## src/rtl/stack_ctrl_if.sv

```systemverilog
// Stack controller request/memory bundle.
// The hwm signal exists only when STACK_HWM_EN is defined.
interface stack_ctrl_if #(
    parameter int AW = 8,
    parameter int BW = 3
);
    logic          push;
    logic          pop;
    logic [BW-1:0] burst_len;
    logic          sp_load_en;
    logic [AW-1:0] sp_load;
    logic          flag_clr;
    logic [AW-1:0] sp;
    logic          busy;
    logic [AW-1:0] mem_addr;
    logic          mem_we;
    logic          mem_re;
    logic          ovf;
    logic          unf;
`ifdef STACK_HWM_EN
    logic [AW-1:0] hwm;
`endif

    modport master (
`ifdef STACK_HWM_EN
        input  hwm,
`endif
        output push,
        output pop,
        output burst_len,
        output sp_load_en,
        output sp_load,
        output flag_clr,
        input  sp,
        input  busy,
        input  mem_addr,
        input  mem_we,
        input  mem_re,
        input  ovf,
        input  unf
    );

    modport slave (
`ifdef STACK_HWM_EN
        output hwm,
`endif
        input  push,
        input  pop,
        input  burst_len,
        input  sp_load_en,
        input  sp_load,
        input  flag_clr,
        output sp,
        output busy,
        output mem_addr,
        output mem_we,
        output mem_re,
        output ovf,
        output unf
    );
endinterface

```

## src/rtl/stack_ctrl.sv

```systemverilog
// Stack-pointer controller: empty-ascending stack, push/pop bursts,
// sticky bound flags. Optional high-water mark under STACK_HWM_EN.
module stack_ctrl #(
    parameter int              AW          = 8,
    parameter logic [AW-1:0]   RST_SP      = AW'(8'h10),
    parameter logic [AW-1:0]   STACK_BASE  = AW'(8'h10),
    parameter logic [AW-1:0]   STACK_LIMIT = AW'(8'hFF),
    parameter int              BW          = 3
) (
    input  logic       clk,
    input  logic       reset,
    stack_ctrl_if.slave bus
);

    typedef enum logic [1:0] {
        IDLE,
        PUSH,
        POP
    } state_t;

    state_t        state_q, state_d;
    logic [AW-1:0] sp_q, sp_d;
    logic [BW-1:0] cnt_q, cnt_d;
    logic          ovf_q, ovf_d;
    logic          unf_q, unf_d;

    logic          can_push;
    logic          can_pop;
    logic [BW-1:0] n_words;

    assign can_push = (sp_q < STACK_LIMIT);
    assign can_pop  = (sp_q > STACK_BASE);
    assign n_words  = (bus.burst_len == '0) ? BW'(1) : bus.burst_len;

    // Next-state: idle acceptance, one word per busy cycle, flag updates
    always_comb begin
        state_d = state_q;
        sp_d    = sp_q;
        cnt_d   = cnt_q;
        ovf_d   = ovf_q;
        unf_d   = unf_q;
        if (bus.flag_clr) begin
            ovf_d = 1'b0;
            unf_d = 1'b0;
        end
        unique case (state_q)
            IDLE: begin
                if (bus.sp_load_en) begin
                    sp_d = bus.sp_load;
                end else if (bus.push && bus.pop) begin
                    state_d = IDLE;
                end else if (bus.push) begin
                    state_d = PUSH;
                    cnt_d   = n_words;
                end else if (bus.pop) begin
                    state_d = POP;
                    cnt_d   = n_words;
                end
            end
            PUSH: begin
                if (can_push) begin
                    sp_d  = sp_q + AW'(1);
                    cnt_d = cnt_q - BW'(1);
                    if (cnt_q == BW'(1)) state_d = IDLE;
                end else begin
                    ovf_d   = 1'b1;
                    cnt_d   = '0;
                    state_d = IDLE;
                end
            end
            POP: begin
                if (can_pop) begin
                    sp_d  = sp_q - AW'(1);
                    cnt_d = cnt_q - BW'(1);
                    if (cnt_q == BW'(1)) state_d = IDLE;
                end else begin
                    unf_d   = 1'b1;
                    cnt_d   = '0;
                    state_d = IDLE;
                end
            end
            default: begin
                state_d = IDLE;
                cnt_d   = '0;
            end
        endcase
    end

    // State registers; reset aborts any burst at once
    always_ff @(posedge clk or posedge reset) begin
        if (reset) begin
            state_q <= IDLE;
            sp_q    <= RST_SP;
            cnt_q   <= '0;
            ovf_q   <= 1'b0;
            unf_q   <= 1'b0;
        end else begin
            state_q <= state_d;
            sp_q    <= sp_d;
            cnt_q   <= cnt_d;
            ovf_q   <= ovf_d;
            unf_q   <= unf_d;
        end
    end

    assign bus.sp       = sp_q;
    assign bus.busy     = (state_q != IDLE);
    assign bus.mem_we   = (state_q == PUSH) && can_push;
    assign bus.mem_re   = (state_q == POP) && can_pop;
    assign bus.mem_addr = (state_q == POP) ? (sp_q - AW'(1)) : sp_q;
    assign bus.ovf      = ovf_q;
    assign bus.unf      = unf_q;

`ifdef STACK_HWM_EN
    logic [AW-1:0] hwm_q, hwm_d;

    // High-water mark: raised by issued push words, reset to sp by flag_clr
    always_comb begin
        hwm_d = hwm_q;
        if (bus.flag_clr) hwm_d = sp_q;
        if (bus.mem_we && ((sp_q + AW'(1)) > hwm_d)) hwm_d = sp_q + AW'(1);
    end

    // High-water mark register
    always_ff @(posedge clk or posedge reset) begin
        if (reset) hwm_q <= RST_SP;
        else       hwm_q <= hwm_d;
    end

    assign bus.hwm = hwm_q;
`endif

endmodule
```

## src/flat_wrapper.sv

```systemverilog
// flat-port wrapper written by rule: the top's interface ports become plain ports
module stack_ctrl_flat 
#(
    parameter int              AW          = 8,
    parameter logic [AW-1:0]   RST_SP      = AW'(8'h10),
    parameter logic [AW-1:0]   STACK_BASE  = AW'(8'h10),
    parameter logic [AW-1:0]   STACK_LIMIT = AW'(8'hFF),
    parameter int              BW          = 3
)
  (clk, reset, bus_push, bus_pop, bus_burst_len, bus_sp_load_en, bus_sp_load, bus_flag_clr, bus_sp, bus_busy, bus_mem_addr, bus_mem_we, bus_mem_re, bus_ovf, bus_unf);
  stack_ctrl_if #(.AW(AW), .BW(BW)) bus_i ();
  input  logic clk;
  input  logic reset;
  input wire logic [$bits(bus_i.push)-1:0] bus_push;
  input wire logic [$bits(bus_i.pop)-1:0] bus_pop;
  input wire logic [$bits(bus_i.burst_len)-1:0] bus_burst_len;
  input wire logic [$bits(bus_i.sp_load_en)-1:0] bus_sp_load_en;
  input wire logic [$bits(bus_i.sp_load)-1:0] bus_sp_load;
  input wire logic [$bits(bus_i.flag_clr)-1:0] bus_flag_clr;
  output wire logic [$bits(bus_i.sp)-1:0] bus_sp;
  output wire logic [$bits(bus_i.busy)-1:0] bus_busy;
  output wire logic [$bits(bus_i.mem_addr)-1:0] bus_mem_addr;
  output wire logic [$bits(bus_i.mem_we)-1:0] bus_mem_we;
  output wire logic [$bits(bus_i.mem_re)-1:0] bus_mem_re;
  output wire logic [$bits(bus_i.ovf)-1:0] bus_ovf;
  output wire logic [$bits(bus_i.unf)-1:0] bus_unf;
  assign bus_i.push = bus_push;
  assign bus_i.pop = bus_pop;
  assign bus_i.burst_len = bus_burst_len;
  assign bus_i.sp_load_en = bus_sp_load_en;
  assign bus_i.sp_load = bus_sp_load;
  assign bus_i.flag_clr = bus_flag_clr;
  assign bus_sp = bus_i.sp;
  assign bus_busy = bus_i.busy;
  assign bus_mem_addr = bus_i.mem_addr;
  assign bus_mem_we = bus_i.mem_we;
  assign bus_mem_re = bus_i.mem_re;
  assign bus_ovf = bus_i.ovf;
  assign bus_unf = bus_i.unf;
  stack_ctrl #(.AW(AW), .RST_SP(RST_SP), .STACK_BASE(STACK_BASE), .STACK_LIMIT(STACK_LIMIT), .BW(BW)) u_core (.clk(clk), .reset(reset), .bus(bus_i));
endmodule
```

## config.mk

```make
export PLATFORM = sky130hd
export DESIGN_NAME = stack_ctrl_flat
export DESIGN_NICKNAME = d
export VERILOG_FILES = /design/src/rtl/stack_ctrl_if.sv /design/src/rtl/stack_ctrl.sv /design/src/flat_wrapper.sv
export SDC_FILE = /design/constraint.sdc
export NUM_CORES = 1
export LEC_CHECK = 0
export BUFFER_PORTS_ARGS = -buffer_cell sky130_fd_sc_hd__buf_4
export CORE_AREA = 2 2 81 44
export DETAILED_ROUTE_END_ITERATION = 7
export DIE_AREA = 0 0 83 46
export GPL_ROUTABILITY_DRIVEN = 0
export PLACE_DENSITY_LB_ADDON = 0.12
export SETUP_SLACK_MARGIN = 0.1
export SYNTH_ARGS = -nofsm -noshare
export SYNTH_HDL_FRONTEND = slang
export SYNTH_SLANG_ARGS = --single-unit
```

## constraint.sdc

```tcl
create_clock -name clk -period 3.4 [get_ports clk]
set_input_delay 0.68 -clock clk [delete_from_list [all_inputs] [get_ports clk]]
set_output_delay 0.68 -clock clk [all_outputs]
set_load 0.1 [all_outputs]
```

==> impl_results.md, run 1 <==
- Run status: completed
- Core ar.: 3209 um2
- Fmax: 332.5 MHz
- Die Y: 46 um
- Die Wd: 83 um
- Share of Yosys cell area claimed by the top area cell type: 23.10%
- Commonest non-fill, non-tap cells in the layout: buf_4 (38), nor2_1 (14), inv_1 (14), dfrtp_1 (14), o21ai_0 (12)
- Initial Util: 47.25%
- Hold path start: u_core.bus.ovf$_DFF_PP0_
- Ys Warns: 0
- Layout Skew: 1.113 ps
- Die footprint: 3818 um2
- Total Routing Usage GR: 25.64%
- Nets: 237
- Total Wirelength: 4479 um
- Area after DPL: 1852 um2
- R2r startpoint: u_core.state_q[1]$_DFFE_PP0P_
- Pre-CTS setup slack: 687.9 ps
- Final period utilization: 88.45%
- Initial DRC Count: 198
- Cts repair resizes: 0
- Post-DRT Antenna Nets: 0
- Antenna diodes: 0
- Synthesized flop and latch total: 15
- Hold Path Class: reg -> reg
- Hold path depth: 1
- Most common cell after layout, fill and taps aside: buf_4
- Setup CP Type: reg -> out
- Finished Cell Area: 1898 um2
- Synth area leader: dfrtp_1
- Final Hold Vio Count: 0
- Reg-to-reg endpoint: u_core.bus.sp[0]$_DFFE_PP0P_
- Worst-margin pin slew: 729.8 ps
- P&R area growth vs syn: 25.17%
- Worst reg2reg path depth: 6
- Worst EP required: 2720 ps
- Yosys cell types: 61
- Detailed Place HPWL: 3344 um
- Synth area leaders: dfrtp_1 (23%), ha_1 (8.3%), o21ai_0 (4.0%), inv_1 (3.5%), nor2_1 (3.5%)
- Setup TNS: 0 ps
- Worst skew pair latency: 250 ps
- Layout cells sized above 1: 29.19%
- Via count: 1577
- CTS root buf: clkbuf_8
- Top_reg_cell synth: dfrtp_1
- H-tree Lvls: 1
- R2R Setup Slk: 820 ps
- Global-route wire length before repair: 7665 um
- IO Count: 38
- Area of the multi-input gates: 1085 um2
- CP Max Fanout: 20
- Initial antenna violation count: 0
- Clock sinks: 15
- Cell Area, Synth: 1516 um2
- DRT Pass-1 Iters: 4
- Max-cap violations: 0
- Wire length per cell: 17.84 um
- Setup slack after layout: 392.7 ps
- Max clock buf depth: 2
- CTS tree: done
- Slew Viols, Final: 0
- Post-CTS setup repair buffer count: 0
- Register Area: 376.6 um2
- Final core occ: 59.14%
- Net Count, Synth: 208
- Worst Hold End: u_core.bus.ovf$_DFF_PP0_
- CP Launch Type: flop
- Number of buffers created by CTS: 3
- Port buffer count: 37
- Largest net degree at the start of global routing: 21
- Grt total ovfl: 0
- Max_slew headroom: 50.83%
- Vias in the first global route: 1541
- Async set-or-reset flop fraction in the synthesized netlist: 100.0%
- Avg Vias per Cell: 6.283
- Hold-fix buffers at CTS: 0
- # setup viols final: 0
- DRC Markers: 0
- RSZ-0062 raised after global routing: no
- Minimum clock period: 3007 ps
- Register area share after synthesis: 24.83%
- FP Rows: 15
- Fillers: 297
- CTS clk-pin slew, worst paths: 70 ps
- EDFF count, synth: 0
- Post-Syn Instances: 181
- Critical path arrival: 2330 ps
- Crit. End Element: primary output
- Syn avg cell area: 8.378 um2
metal layers:
| metal | up-vias | GRT usage (%) | share of wire [%] |
|---|---|---|---|
| met5 | - | 0 | 0 |
| met4 | 0 | 5.246 | 0.92 |
| met3 | 8 | 6.341 | 9.9 |
| met2 | 90 | 39.35 | 43 |
| met1 | 742 | 36.99 | 46 |
| li1 | 737 | - | - |
registers in the layout, summed over array words and instances, names as in the netlist:
signal / count
u_core.bus.ovf: 1
u_core.bus.sp: 8
u_core.bus.unf: 1
u_core.cnt_q: 3
u_core.state_q: 2
stage by stage:
| step | cells | hold WS (ps) |
|---|---|---|
| 4_1_cts | 251 | 509.2 |
| 3_3_place_gp | 247 | 464.3 |
| 3_5_place_dp | 247 | 493.1 |
| 5_1_grt | 251 | 531.0 |
| 6_report | 251 | 505.8 |
| 2_1_floorplan | 181 | 509.2 |
synth_stat cells (all sizes together) (2+ instances only):
master and count:
or3b 2, nor2 15, nor2b 2, a211oi 2, clkbuf 11, o21ai 13, mux2 2, a32oi 2
o21a 2, o211ai 4, dfrtp 14, buf 3, nand4 3, and4 2, nor3 4, o31ai 5
inv 14, nand2 6, ha 10, a21oi 8, a32o 3, a31oi 3, or4 3, nand2b 2
mux2i 4, o211a 2, xnor2 4, nor3b 3, nand3 4, xor2 3
cells by family after synthesis:
kind of cell | synth area share, %
multiplexers | 4.373
AND/OR/NAND/NOR | 20.38
buffers and inverters | 7.591
flip-flops | 24.84
AO/OA/AOI/OAI | 30.53
XOR/XNOR | 4.043
adder cells (fa/ha/maj) | 8.251
worst max-delay path, cell delays in order (launching register included):
cell     delay (ps)
dfrtp_1         620
or3_1           560
nor4_1          430
xor2_2          160
buf_4           300
worst max-delay path by stage:
| stage | from | cells past startpoint | end |
|---|---|---|---|
| floorplan | u_core.bus.sp[2]$_DFFE_PP0P_ | 5 | bus_mem_addr[7] |
| global placement | u_core.bus.sp[2]$_DFFE_PP0P_ | 4 | bus_mem_addr[7] |
| detailed placement | u_core.bus.sp[2]$_DFFE_PP0P_ | 4 | bus_mem_addr[7] |
| CTS | u_core.bus.sp[2]$_DFFE_PP0P_ | 4 | bus_mem_addr[7] |
| global route | u_core.bus.sp[2]$_DFFE_PP0P_ | 4 | bus_mem_addr[7] |
| finish | u_core.bus.sp[2]$_DFFE_PP0P_ | 4 | bus_mem_addr[7] |
layout make-up:
class	count	share of cell area, %
inverter	14	2.769
multi-input combinational	138	57.15
timing repair buffer	38	15.03
sequential	15	19.84
clock inverter	1	0.2637
clock buffer	3	2.175
tap	42	2.769
Power of run 1 is not shown: default switching activity piles up to over one toggle a cycle in this logic, so the estimate is an artifact.
==> run 2, diff against run 1 <==
--- a/config.mk
+++ b/config.mk
@@ -5,13 +5,13 @@
 export SDC_FILE = /design/constraint.sdc
 export NUM_CORES = 1
 export LEC_CHECK = 0
-export BUFFER_PORTS_ARGS = -buffer_cell sky130_fd_sc_hd__buf_4
 export CORE_AREA = 2 2 81 44
 export DETAILED_ROUTE_END_ITERATION = 7
 export DIE_AREA = 0 0 83 46
+export DONT_BUFFER_PORTS = 1
 export GPL_ROUTABILITY_DRIVEN = 0
 export PLACE_DENSITY_LB_ADDON = 0.12
-export SETUP_SLACK_MARGIN = 0.1
+export SETUP_SLACK_MARGIN = 0.2
 export SYNTH_ARGS = -nofsm -noshare
 export SYNTH_HDL_FRONTEND = slang
 export SYNTH_SLANG_ARGS = --single-unit
==> constraint.sdc (replaced) <==
create_clock -name clk -period 3.4 [get_ports clk]
set_input_delay 0.17 -clock clk [delete_from_list [all_inputs] [get_ports clk]]
set_output_delay 0.17 -clock clk [all_outputs]
set_load 0.1 [all_outputs]
==> run 2 against run 1 <==
Non-clock buffer count is 17 lower. Setup slack gained 540 ps. Hold slack got worse by 420 ps. Register-to-register slack gained 230 ps. Maximum frequency grew 22%. Cell area decreased by 7.3%. Via count shrank 6.0%. Final cell count is 6.8% lower. Critical endpoint unchanged. Largest cell class unchanged.
==> impl_results.md, run 2 (synthesized netlist as in run 1, its figures left out) <==
- Nets: 220
- Minimum clock period: 2468 ps
- Metal3 WL: 417 um
- CP Launch Type: flop
- Final Hold Vio Count: 0
- Run status: completed
- CTS tree: done
- Area after DPL: 1705 um2
- Vias in the first global route: 1370
- Hold Path Class: in -> reg
- DRC Markers: 0
- CP Max Fanout: 5
- Final core occ: 54.85%
- Worst EP required: 3230 ps
- Largest register FFs: 8
- Crit. End Element: primary output
- # setup viols final: 0
- CP top delay family: simple AND/OR/NAND/NOR gates
- Largest net degree at the start of global routing: 18
- Worst skew pair latency: 250 ps
- Initial antenna violation count: 0
- Setup TNS: 0 ps
- Post-DRT Antenna Nets: 0
- Max_slew headroom: 39.98%
- Worst reg2reg path depth: 6
- CP peak stage delay: 510 ps
- Critical path arrival: 2300 ps
- Total Routing Usage GR: 23.59%
- Clock sinks: 15
- Max-cap violations: 0
- Commonest non-fill, non-tap cells in the layout: buf_4 (20), nor2_1 (14), inv_1 (14), dfrtp_1 (14), o21ai_0 (12)
- Die Y: 46 um
- Post-CTS setup repair buffer count: 0
- Wire length per cell: 18.20 um
- Crit path buf inv count: 2
- Finished Cell Area: 1760 um2
- CTS clk-pin slew, worst paths: 60 ps
- Worst-margin pin slew: 900.3 ps
- Setup CP Type: reg -> out
- CTS root buf: clkbuf_8
- Max layer used: met4
- CP max stage cell: or3b_2
- Max clock buf depth: 2
- Most common cell after layout, fill and taps aside: buf_4
- Total Wirelength: 4259 um
- Via count: 1482
- Layout cells sized above 1: 21.88%
- Fmax: 405.3 MHz
- Layout Skew: 1.231 ps
- Avg Vias per Cell: 6.333
- Final period utilization: 72.57%
- Global-route wire length before repair: 7100 um
- Met1 WL: 2079 um
- WL met2: 1756 um
- Crit path depth: 6
- Initial DRC Count: 216
- FP Rows: 15
- CP cell instances: inv_1 -> ha_1 -> or3b_2 -> nor4_1 -> xor2_2 -> buf_4
- IO Count: 38
- Detailed Place HPWL: 3222 um
- H-tree Lvls: 1
- Number of buffers created by CTS: 3
- Initial Util: 47.25%
- Hold path depth: 2
- Port buffer count: 0
- Antenna diodes: 0
- Core ar.: 3209 um2
- RSZ-0062 raised after global routing: no
- Slew Viols, Final: 0
- Die Wd: 83 um
- DRT Pass-1 Iters: 4
- Grt total ovfl: 0
- P&R area growth vs syn: 16.09%
- Die footprint: 3818 um2
-- run 2: area by class of cell --
class / count / area, um2
Inverter: 14 / 52.55
Clock buffer: 4 / 45.04
Timing Repair Buffer: 21 / 160.2
Fill cell: 308 / 1449
Sequential cell: 15 / 376.6
Multi-Input combinational cell: 138 / 1074
Tap cell: 42 / 52.55
-- run 2: routing by layer --
layer  global-route usage, %  vias to the layer above
li1                        -                      701
met1                   36.14                      702
met2                   33.87                       77
met3                   6.522                        2
met4                   1.967                        0
met5                       0                        -
-- run 2: final timing paths --
check	start	to	slack (ps)
min in group asynchronous	reset	u_core.bus.unf$_DFF_PP0_	420
worst max register to register	u_core.state_q[0]$_DFFE_PP0P_	u_core.bus.sp[5]$_DFFE_PP0P_	1050
worst min register to register	u_core.cnt_q[1]$_DFFE_PP0P_	u_core.cnt_q[1]$_DFFE_PP0P_	580
worst min-delay path	bus_burst_len[1]	u_core.cnt_q[1]$_DFFE_PP0P_	80
worst max-delay path	u_core.state_q[0]$_DFFE_PP0P_	bus_mem_addr[7]	930
max in group asynchronous	reset	u_core.state_q[1]$_DFFE_PP0P_	2600
-- run 2: timing repair --
action / 4_1_cts / 5_1_grt
endpoints found under the hold margin: 14 / 0
resized for setup: 0 / 0
hold buffers: 1 / 0
-- run 2: worst register-to-register path, delay by kind of cell, from the launching register on --
| kind | cells | cell delay [ps] |
|---|---|---|
| muxes | 1 | 300 |
| DFF | 1 | 430 |
| and+or+nand+nor | 1 | 180 |
| AOI/OAI and AO/OA | 2 | 580 |
| adders and majority gates | 1 | 660 |
| buffers and inverters | 1 | 90 |
-- run 2: stage by stage --
step | setup WS (ps) | hold WS [ps] | cells
after floorplan | 408.6 | 70.76 | 181
after global routing | 816.9 | 74.55 | 234
after CTS | 929.4 | 77.80 | 234
after detailed placement | 1095 | 162.3 | 229
final | 932.5 | 81.89 | 234
after global placement | 1140 | 148.5 | 229
Power of run 2 is left out for the same reason.
